### config.mk
export PLATFORM = sky130hd
export DESIGN_NAME = fp_add_align_flat
export DESIGN_NICKNAME = d
export VERILOG_FILES = /design/src/rtl/fp_add_align_if.sv /design/src/rtl/fp_add_align.sv /design/src/flat_wrapper.sv
export SDC_FILE = /design/constraint.sdc
export NUM_CORES = 1
export LEC_CHECK = 0
export CAP_MARGIN = 20
export CORE_ASPECT_RATIO = 0.7
export CORE_MARGIN = 2
export CORE_UTILIZATION = 30
export CTS_CLUSTER_SIZE = 16
export DETAILED_ROUTE_END_ITERATION = 12
export HOLD_SLACK_MARGIN = 0.03
export PLACE_DENSITY = 0.53
export SLEW_MARGIN = 10
export SYNTH_ARGS = -nofsm -noshare
export SYNTH_HDL_FRONTEND = slang
export SYNTH_SLANG_ARGS = --single-unit
export TNS_END_PERCENT = 10
### constraint.sdc
create_clock -name clk -period 5.8 [get_ports clk]
set_clock_uncertainty 0.15 [all_clocks]
set_input_delay 0.58 -clock clk [delete_from_list [all_inputs] [get_ports clk]]
set_output_delay 0.58 -clock clk [all_outputs]
set_load 0.01 [all_outputs]
### src/rtl/fp_add_align_if.sv
// Operand-pair / result handshake bundle between the FP adder front end and its neighbours.
interface fp_add_align_if #(
  parameter int EXPONENT = 8,
  parameter int MANTISSA = 23
);
  logic                         in_valid;
  logic                         in_ready;
  logic [EXPONENT+MANTISSA:0]   a_i;
  logic [EXPONENT+MANTISSA:0]   b_i;
  logic                         out_valid;
  logic                         out_ready;
  logic                         sum_sign;
  logic [MANTISSA+4:0]          sum_unsigned;
  logic [EXPONENT-1:0]          sum_exp;

  modport master (
    output in_valid, a_i, b_i, out_ready,
    input  in_ready, out_valid, sum_sign, sum_unsigned, sum_exp
  );

  modport slave (
    input  in_valid, a_i, b_i, out_ready,
    output in_ready, out_valid, sum_sign, sum_unsigned, sum_exp
  );
endinterface

### src/rtl/fp_add_align.sv
// FP adder front end: magnitude sort, align, signed-magnitude add; 2-cycle latency, 1/cycle, stalls on out_ready=0.
// FP_ADD_STICKY_EN: OR bits shifted out of the smaller operand into bit 0; undefined truncates them.
module fp_add_align #(
  parameter int EXPONENT = 8,
  parameter int MANTISSA = 23
) (
  input logic          clk,
  input logic          rst,
  fp_add_align_if.slave io
);
  localparam int          MW        = MANTISSA + 5;
  localparam logic [31:0] FAR_SHIFT = 32'(MANTISSA + 3);

  typedef struct packed {
    logic                sign_l;
    logic [EXPONENT-1:0] exp_l;
    logic [MANTISSA:0]   mant_l;
    logic [MANTISSA:0]   mant_s;
    logic [EXPONENT-1:0] diff;
    logic                op_sub;
    logic                both_zero;
    logic                zero_sign;
  } s1_t;

  logic                s1_valid;
  logic                s1_load;
  logic                s2_load;
  s1_t                 s1_d;
  s1_t                 s1_q;

  logic                sign_a;
  logic                sign_b;
  logic [EXPONENT-1:0] exp_a;
  logic [EXPONENT-1:0] exp_b;
  logic [MANTISSA-1:0] man_a;
  logic [MANTISSA-1:0] man_b;
  logic [MANTISSA:0]   ext_a;
  logic [MANTISSA:0]   ext_b;
  logic                a_larger;

  logic [MW-1:0]       l_al;
  logic [MW-1:0]       s_full;
  logic [MW-1:0]       s_sh;
  logic [MW-1:0]       mag;
  logic [31:0]         diff32;
  logic                far;
  logic                sign_d;
`ifdef FP_ADD_STICKY_EN
  logic                sticky;
`endif

  logic                out_valid_q;
  logic                sum_sign_q;
  logic [MW-1:0]       sum_unsigned_q;
  logic [EXPONENT-1:0] sum_exp_q;

  assign {sign_a, exp_a, man_a} = io.a_i;
  assign {sign_b, exp_b, man_b} = io.b_i;

  // A zero exponent means a zero operand: no hidden bit and no mantissa contribution.
  assign ext_a = (exp_a == '0) ? '0 : {1'b1, man_a};
  assign ext_b = (exp_b == '0) ? '0 : {1'b1, man_b};

  always_comb begin
    a_larger       = {exp_a, man_a} >= {exp_b, man_b};
    s1_d           = '0;
    s1_d.sign_l    = a_larger ? sign_a : sign_b;
    s1_d.exp_l     = a_larger ? exp_a  : exp_b;
    s1_d.mant_l    = a_larger ? ext_a  : ext_b;
    s1_d.mant_s    = a_larger ? ext_b  : ext_a;
    s1_d.diff      = a_larger ? (exp_a - exp_b) : (exp_b - exp_a);
    s1_d.op_sub    = sign_a ^ sign_b;
    s1_d.both_zero = (exp_a == '0) && (exp_b == '0);
    s1_d.zero_sign = sign_a & sign_b;
  end

  always_comb begin
    l_al   = {2'b00, s1_q.mant_l, 2'b00};
    s_full = {2'b00, s1_q.mant_s, 2'b00};
    diff32 = 32'(s1_q.diff);
    far    = diff32 >= FAR_SHIFT;
    s_sh   = far ? '0 : (s_full >> s1_q.diff);
`ifdef FP_ADD_STICKY_EN
    // Shifting back and comparing detects any lost 1 without building a mask.
    sticky  = far ? (|s_full) : ((s_sh << s1_q.diff) != s_full);
    s_sh[0] = s_sh[0] | sticky;
`endif
    mag    = s1_q.op_sub ? (l_al - s_sh) : (l_al + s_sh);
    if (s1_q.both_zero) begin
      sign_d = s1_q.zero_sign;
    end else if (mag == '0) begin
      sign_d = 1'b0;
    end else begin
      sign_d = s1_q.sign_l;
    end
  end

  assign s2_load     = ~out_valid_q | io.out_ready;
  assign s1_load     = ~s1_valid | s2_load;
  assign io.in_ready = s1_load;

  always_ff @(posedge clk or posedge rst) begin
    if (rst) begin
      s1_valid <= 1'b0;
      s1_q     <= '0;
    end else if (s1_load) begin
      s1_valid <= io.in_valid;
      if (io.in_valid) begin
        s1_q <= s1_d;
      end
    end
  end

  always_ff @(posedge clk or posedge rst) begin
    if (rst) begin
      out_valid_q    <= 1'b0;
      sum_sign_q     <= 1'b0;
      sum_unsigned_q <= '0;
      sum_exp_q      <= '0;
    end else if (s2_load) begin
      out_valid_q <= s1_valid;
      if (s1_valid) begin
        sum_sign_q     <= sign_d;
        sum_unsigned_q <= mag;
        sum_exp_q      <= s1_q.exp_l;
      end
    end
  end

  assign io.out_valid    = out_valid_q;
  assign io.sum_sign     = sum_sign_q;
  assign io.sum_unsigned = sum_unsigned_q;
  assign io.sum_exp      = sum_exp_q;
endmodule

### src/flat_wrapper.sv
// flat-port wrapper written by rule: the top's interface ports become plain ports
module fp_add_align_flat 
#(
  parameter int EXPONENT = 8,
  parameter int MANTISSA = 23
)
  (clk, rst, io_in_valid, io_a_i, io_b_i, io_out_ready, io_in_ready, io_out_valid, io_sum_sign, io_sum_unsigned, io_sum_exp);
  fp_add_align_if #(.EXPONENT(EXPONENT), .MANTISSA(MANTISSA)) io_i ();
  input logic clk;
  input logic rst;
  input wire logic [$bits(io_i.in_valid)-1:0] io_in_valid;
  input wire logic [$bits(io_i.a_i)-1:0] io_a_i;
  input wire logic [$bits(io_i.b_i)-1:0] io_b_i;
  input wire logic [$bits(io_i.out_ready)-1:0] io_out_ready;
  output wire logic [$bits(io_i.in_ready)-1:0] io_in_ready;
  output wire logic [$bits(io_i.out_valid)-1:0] io_out_valid;
  output wire logic [$bits(io_i.sum_sign)-1:0] io_sum_sign;
  output wire logic [$bits(io_i.sum_unsigned)-1:0] io_sum_unsigned;
  output wire logic [$bits(io_i.sum_exp)-1:0] io_sum_exp;
  assign io_i.in_valid = io_in_valid;
  assign io_i.a_i = io_a_i;
  assign io_i.b_i = io_b_i;
  assign io_i.out_ready = io_out_ready;
  assign io_in_ready = io_i.in_ready;
  assign io_out_valid = io_i.out_valid;
  assign io_sum_sign = io_i.sum_sign;
  assign io_sum_unsigned = io_i.sum_unsigned;
  assign io_sum_exp = io_i.sum_exp;
  fp_add_align #(.EXPONENT(EXPONENT), .MANTISSA(MANTISSA)) u_core (.clk(clk), .rst(rst), .io(io_i));
endmodule
==> impl_metrics.json, run 1 <==
{
  "syn2layout_area_growth_pct": 18.8,
  "core_region_area_mm2": 0.0338,
  "dpl.hpwl_mm": 28.1,
  "power.static_leakage_nw": 5.51,
  "critPathMaxFanout": 17,
  "outcome": "completed",
  "vias": 10215,
  "timing.setup.critical_path_class": "register to register",
  "grt_pass1_vias": 9474,
  "layout_commonest_cell": "nand2_1",
  "report.final.hold_viol_count": 0,
  "max_freq_ghz": 0.184,
  "cts_max_level": 3,
  "cts_num_sinks": 107,
  "cp_top_family": "compound AO/OA/AOI/OAI gates",
  "ys.flop_type": "dfrtp_1",
  "antenna-diode-count": 0,
  "clk_latency_ns": 0.37,
  "std_cell_rows": 56,
  "timing.critical_path.to_type": "register",
  "total_instance_count_after_detailed_placement": 1864,
  "syn-instance-count": 1338,
  "synthesis.area_mm2": 0.0104,
  "layout_worst_path_cycle_share_pct": 93.8,
  "clock_path_buffers": 2,
  "grt_overflow": 0,
  "most-common-layout-cells": "190 x nand2_1, 148 x o21ai_0, 116 x nor2_1",
  "synth.yosys.seq_area_share_pct": 25.8,
  "worst-endpoint-required_ns": 5.90,
  "io_buffers": 106,
  "tritoncts.num_buffers": 9,
  "cp_max_stage_delay_ns": 0.49,
  "fin_crit_ns": 5.44,
  "postCtsHoldBufs": 0,
  "route.detailed.wl_per_inst_um": 18.7,
  "worst_ep_arrival_time_ns": 5.54,
  "post-route-worst-setup-slack_ns": 0.357,
  "drt_pre_antenna_iters": 6,
  "die-height_um": 160,
  "worst_setup_path_start_kind": "register",
  "grt_use_total_pct": 19.7,
  "ir_drop_mv": 0.151,
  "layout-drive-gt1-share_pct": 8.59,
  "cts_tree": "done",
  "initial_core_util_pct": 30.7,
  "synth_seq_cells": 107,
  "cap_viol_max_count": 0,
  "cts.reportedPaths.clkPinSlew_ns": 0.08,
  "instances_no_fill": 1885,
  "pre_cts_slack_ns": 0.103,
  "remaining_drc_errors": 0,
  "crit_path_cell_trace": "buf_4 -> mux2_2 -> mux4_2 -> a22oi_1 -> nor2_1 -> o21ai_0 -> buf_4 -> ha_1 -> nand2b_1 -> a221oi_1 -> nor4b_2 -> o211ai_1 -> nand2_1 -> xnor2_1 -> o32a_1 -> a2111oi_0 -> nand4_1 -> nor4_1 -> nor2_1",
  "ys_warn_count": 0,
  "postSynth.asyncResetShare_pct": 100,
  "tightestPinTransition_ns": 0.971,
  "grt_setup_unrepaired": "no",
  "slew_viol_final": 0,
  "final_core_util_pct": 36.5,
  "ioPinCount": 107,
  "synth.distinct_cells": 69,
  "totalWireLength_mm": 35.3,
  "initialDrtViolationCount": 1146,
  "critPathBufInv": 2,
  "setup_failing_eps_final": 0,
  "n_fill_cell": 3608,
  "max_transition_margin_pct": 35.2,
  "num-nets-final": 1582,
  "count_of_flip_flops_with_a_built_in_enable_after_synthesis": 0,
  "grt_first_pass_wirelength_mm": 55.5,
  "initial_antenna_violation_count": 0,
  "fin_setup_tns_ns": 0,
  "die_w_um": 226,
  "total_power_mw": 4.12,
  "postSynthAreaPerCell_um2": 7.76,
  "critPathSlowestCell": "dfrtp_2",
  "largest_net_degree_at_the_start_of_global_routing": 71,
  "power_per_cell_area_mw_per_mm2": 334,
  "post_drt_via_cell_ratio": 5.42,
  "finalWeightedCongestion": 0.889,
  "die_area_mm2": 0.0361,
  "hold_path_class": "register to register",
  "cts-root-buf": "clkbuf_16",
  "synth_nets": 1504,
  "drt.antenna.violating_nets": 0
}
[cell usage after synthesis, types with 8 or more instances]
cell | count | share of area [%]
nand2_1 | 192 | 6.9
o21ai_0 | 149 | 7.2
nor2_1 | 117 | 4.2
dfrtp_1 | 107 | 26
ha_1 | 95 | 11
inv_1 | 84 | 3.0
a21oi_1 | 79 | 3.8
clkbuf_1 | 63 | 2.3
mux2_2 | 42 | 4.6
a31oi_1 | 34 | 2.0
mux2i_1 | 31 | 3.0
a22oi_1 | 30 | 2.2
nor2b_1 | 22 | 1.3
nor3_1 | 19 | 0.92
xnor2_1 | 19 | 1.6
nand4_1 | 18 | 1.1
nand2b_1 | 17 | 1.0
a21o_1 | 15 | 1.1
nand3_1 | 14 | 0.67
and3_1 | 12 | 0.72
nor4_1 | 11 | 0.66
o211ai_1 | 11 | 0.80
xor2_1 | 11 | 0.93
a211oi_1 | 9 | 0.65
a211o_1 | 8 | 0.67
buf_1 | 8 | 0.29
o21a_1 | 8 | 0.58
or3_1 | 8 | 0.48
[sequential cells by signal, indices dropped and copies added (netlist names)]
register,flops
u_core.l_al,24
u_core.io.sum_sign,1
u_core.io.sum_exp,8
u_core.io.out_valid,1
u_core.s1_valid,1
u_core.io.sum_unsigned,28
u_core.diff32,8
u_core.s1_q,36
[cell families (layout without fill, tap and decap cells)]
| kind of cell | Yosys count | count (layout) | synth area share (%) |
|---|---|---|---|
| AOI/OAI and AO/OA | 404 | 404 | 24.4 |
| xor gates and xnor gates | 30 | 30 | 2.53 |
| buffers and inverters | 161 | 244 | 5.94 |
| adders and majority gates | 98 | 98 | 12.0 |
| and+or+nand+nor | 457 | 457 | 20.0 |
| DFF | 107 | 107 | 25.8 |
| muxes | 81 | 81 | 9.35 |
[repair_timing]
item                       CTS  global route
buffers inserted             0             5
gates resized for setup      0             7
setup endpoints to repair    0             2
[report_power, final]
part | switching (mW) | internal, mW
logic | 1.35 | 1.00
clock network | 0.319 | 0.302
registers | 0.201 | 0.942
total | 1.87 | 2.25
[path summary, 6_finish.rpt]
kind	depth (start not counted)	slack (ns)	end	from
setup / recovery	19	0.36	u_core.io.sum_sign$_DFFE_PP0P_	u_core.diff32[0]$_DFFE_PP0P_
hold / removal	2	0.33	u_core.io.sum_unsigned[24]$_DFFE_PP0P_	u_core.io.sum_unsigned[24]$_DFFE_PP0P_
setup reg to reg	19	0.36	u_core.io.sum_sign$_DFFE_PP0P_	u_core.diff32[0]$_DFFE_PP0P_
hold reg to reg	2	0.33	u_core.io.sum_unsigned[24]$_DFFE_PP0P_	u_core.io.sum_unsigned[24]$_DFFE_PP0P_
max in group asynchronous	3	3.82	u_core.s1_q[2]$_DFFE_PP0P_	rst
min in group asynchronous	2	0.57	u_core.l_al[23]$_DFFE_PP0P_	rst
[area by class of cell]
type                            count  area [um^2]  share of cell area, %
Multi-Input combinational cell   1070         7120                   57.7
Sequential cell                   107         2680                   21.7
Timing Repair Buffer              143         1340                   10.9
Tap cell                          464          581                   4.71
Inverter                           85          322                   2.61
Clock buffer                        9          225                   1.83
Clock inverter                      7         67.6                  0.548
[metal layers]
layer | vias up | part of all wire (%) | track usage (%)
li1 | 4945 | - | -
met1 | 4864 | 52 | 31.2
met2 | 381 | 39 | 26.7
met3 | 25 | 8.0 | 4.38
met4 | 0 | 1.1 | 3.65
met5 | - | 0 | 0
[through the flow]
step                      hold slack (ns)  instance area, um^2
after floorplan                     0.292                10400
after global routing                0.360                12300
after CTS                           0.340                12300
after global placement              0.312                12000
after detailed placement            0.322                12000
final                               0.332                12300
[tightest hold or removal path: stages (launching register included)]
cell and delay (ns):
dfrtp_1 0.35, nand2_1 0.05, o21ai_0 0.06
(Power assumes the default switching activity.)
==> inputs of run 2 (changes only) <==
- SLEW_MARGIN: 10 -> 20
==> results of run 2 <==
Same layout as run 1: the final DEF is identical, and so are final timing and power.
==> inputs of run 3 (changes only) <==
- CORE_MARGIN: 2 -> default
==> impl_metrics.json, run 3 (synthesis results as in run 1) <==
{
  "whs_ns": 0.333,
  "globalRoute.busiestLayer": "met1",
  "grt_use_total_pct": 20.3,
  "layout-drive-gt1-share_pct": 8.33,
  "drt_pre_antenna_iters": 5,
  "most-common-layout-cells": "190 x nand2_1, 148 x o21ai_0, 117 x nor2_1",
  "timing.critical_path.to_type": "register",
  "initial_antenna_violation_count": 0,
  "core_region_area_mm2": 0.0338,
  "report.final.hold_viol_count": 0,
  "fin_crit_ns": 5.53,
  "power.static_leakage_nw": 5.51,
  "initial_core_util_pct": 30.7,
  "regToRegSetupSlack_ns": 0.27,
  "die_area_mm2": 0.0354,
  "largest_net_degree_at_the_start_of_global_routing": 69,
  "cts-root-buf": "clkbuf_16",
  "power_per_cell_area_mw_per_mm2": 338,
  "layout_worst_path_cycle_share_pct": 95.3,
  "cap_viol_max_count": 0,
  "worst_setup_path_start_kind": "register",
  "dpl.hpwl_mm": 28.3,
  "max_freq_ghz": 0.181,
  "finalWeightedCongestion": 0.927,
  "worst_ep_arrival_time_ns": 5.63,
  "slew_viol_final": 0,
  "die_w_um": 224,
  "critPathMaxFanout": 15,
  "totalWireLength_mm": 35.3,
  "grt_util_met2_pct": 27.3,
  "vias": 10045,
  "tightestPinTransition_ns": 0.943,
  "post_drt_via_cell_ratio": 5.34,
  "regMostFlops": "u_core.s1_q",
  "outcome": "completed",
  "antenna-diode-count": 0,
  "initialDrtViolationCount": 1099,
  "ioPinCount": 107,
  "syn2layout_area_growth_pct": 18.9,
  "largest_reg_flops": 36,
  "cts.reportedPaths.clkPinSlew_ns": 0.08,
  "total_power_mw": 4.17,
  "ir_drop_mv": 0.160,
  "total_instance_count_after_detailed_placement": 1865,
  "grt_first_pass_wirelength_mm": 55.1,
  "tritoncts.num_buffers": 9,
  "fin_setup_tns_ns": 0,
  "clk_latency_ns": 0.37,
  "final_core_util_pct": 36.6,
  "layout_commonest_cell": "nand2_1",
  "use_met3_pct": 4.27,
  "globalRouteMet1Util_pct": 32.1,
  "cts_num_sinks": 107,
  "grt_overflow": 0,
  "hold_path_class": "register to register",
  "instances_no_fill": 1881,
  "grt_pass1_vias": 9382,
  "cts_tree": "done",
  "max_transition_margin_pct": 37.1,
  "setup_failing_eps_final": 0,
  "io_buffers": 106,
  "num-nets-final": 1578,
  "remaining_drc_errors": 0,
  "timing.setup.critical_path_class": "register to register",
  "route.detailed.wl_per_inst_um": 18.8,
  "cts_max_level": 3,
  "drt.antenna.violating_nets": 0,
  "worst-endpoint-required_ns": 5.90,
  "die-height_um": 158,
  "clock_path_buffers": 2,
  "std_cell_rows": 56
}
## run 3: critical path, cell delays in order (launching register included)
cell and delay [ns]:
dfrtp_2 0.50, buf_4 0.27, mux2_2 0.37, mux2i_1 0.22, o22ai_1 0.12, o21ai_0 0.16
nor2_1 0.05, o21ai_0 0.50, ha_1 0.32, inv_1 0.09, a221oi_1 0.52, nand4_1 0.29
a31oi_1 0.47, o21ai_0 0.28, and2_1 0.24, a21oi_1 0.14, o2111a_1 0.19, nand4_1 0.11
nor4_2 0.32, nor2_1 0.07
## run 3: timing repair
| item | 4_1_cts | 5_1_grt |
|---|---|---|
| gates resized for setup | 1 | 8 |
| hold endpoints to repair | 0 | 0 |
| endpoints found under the setup margin | 1 | 1 |
| setup buffers | 0 | 0 |
| hold buffers | 0 | 0 |
| pin swaps | 0 | 1 |
## run 3: layout make-up
| cell class | count | area, um^2 |
|---|---|---|
| flip-flops and latches | 107 | 2680 |
| clock inverters | 6 | 75.1 |
| fillers | 3552 | 21400 |
| well taps | 464 | 581 |
| multi-input cells | 1070 | 7140 |
| clock buffers | 10 | 229 |
| inverters | 85 | 322 |
| repair buffers | 139 | 1320 |
## run 3: worst paths after layout
kind	start	cells past startpoint	end
max	u_core.diff32[0]$_DFFE_PP0P_	19	u_core.io.sum_sign$_DFFE_PP0P_
max in group asynchronous	rst	3	u_core.l_al[5]$_DFFE_PP0P_
min reg2reg	u_core.s1_q[61]$_DFFE_PP0P_	2	u_core.s1_q[61]$_DFFE_PP0P_
min	u_core.s1_q[61]$_DFFE_PP0P_	2	u_core.s1_q[61]$_DFFE_PP0P_
max reg2reg	u_core.diff32[0]$_DFFE_PP0P_	19	u_core.io.sum_sign$_DFFE_PP0P_
min in group asynchronous	rst	2	u_core.io.sum_unsigned[24]$_DFFE_PP0P_
## run 3: per-stage QoR
step | worst slack (ns) | cell area (um^2)
after floorplan | 0.418 | 10400
after global placement | 0.267 | 12000
after detailed placement | 0.0271 | 12000
after CTS | 0.0691 | 12300
after global routing | -0.00901 | 12300
final | 0.271 | 12300
## run 3: power by group
part	switching (mW)	internal, mW
clock	0.312	0.341
sequential	0.197	0.942
combinational	1.36	1.01
total	1.87	2.29
## run 3: metal layers
layer  vias to the layer above  share of wire (%)  routed length [um]
li1                       4920                  -                   -
met1                      4803                 54               19000
met2                       300                 38               13600
met3                        22                6.6                2320
met4                         0                1.1                 381
met5                         -                  0                   0
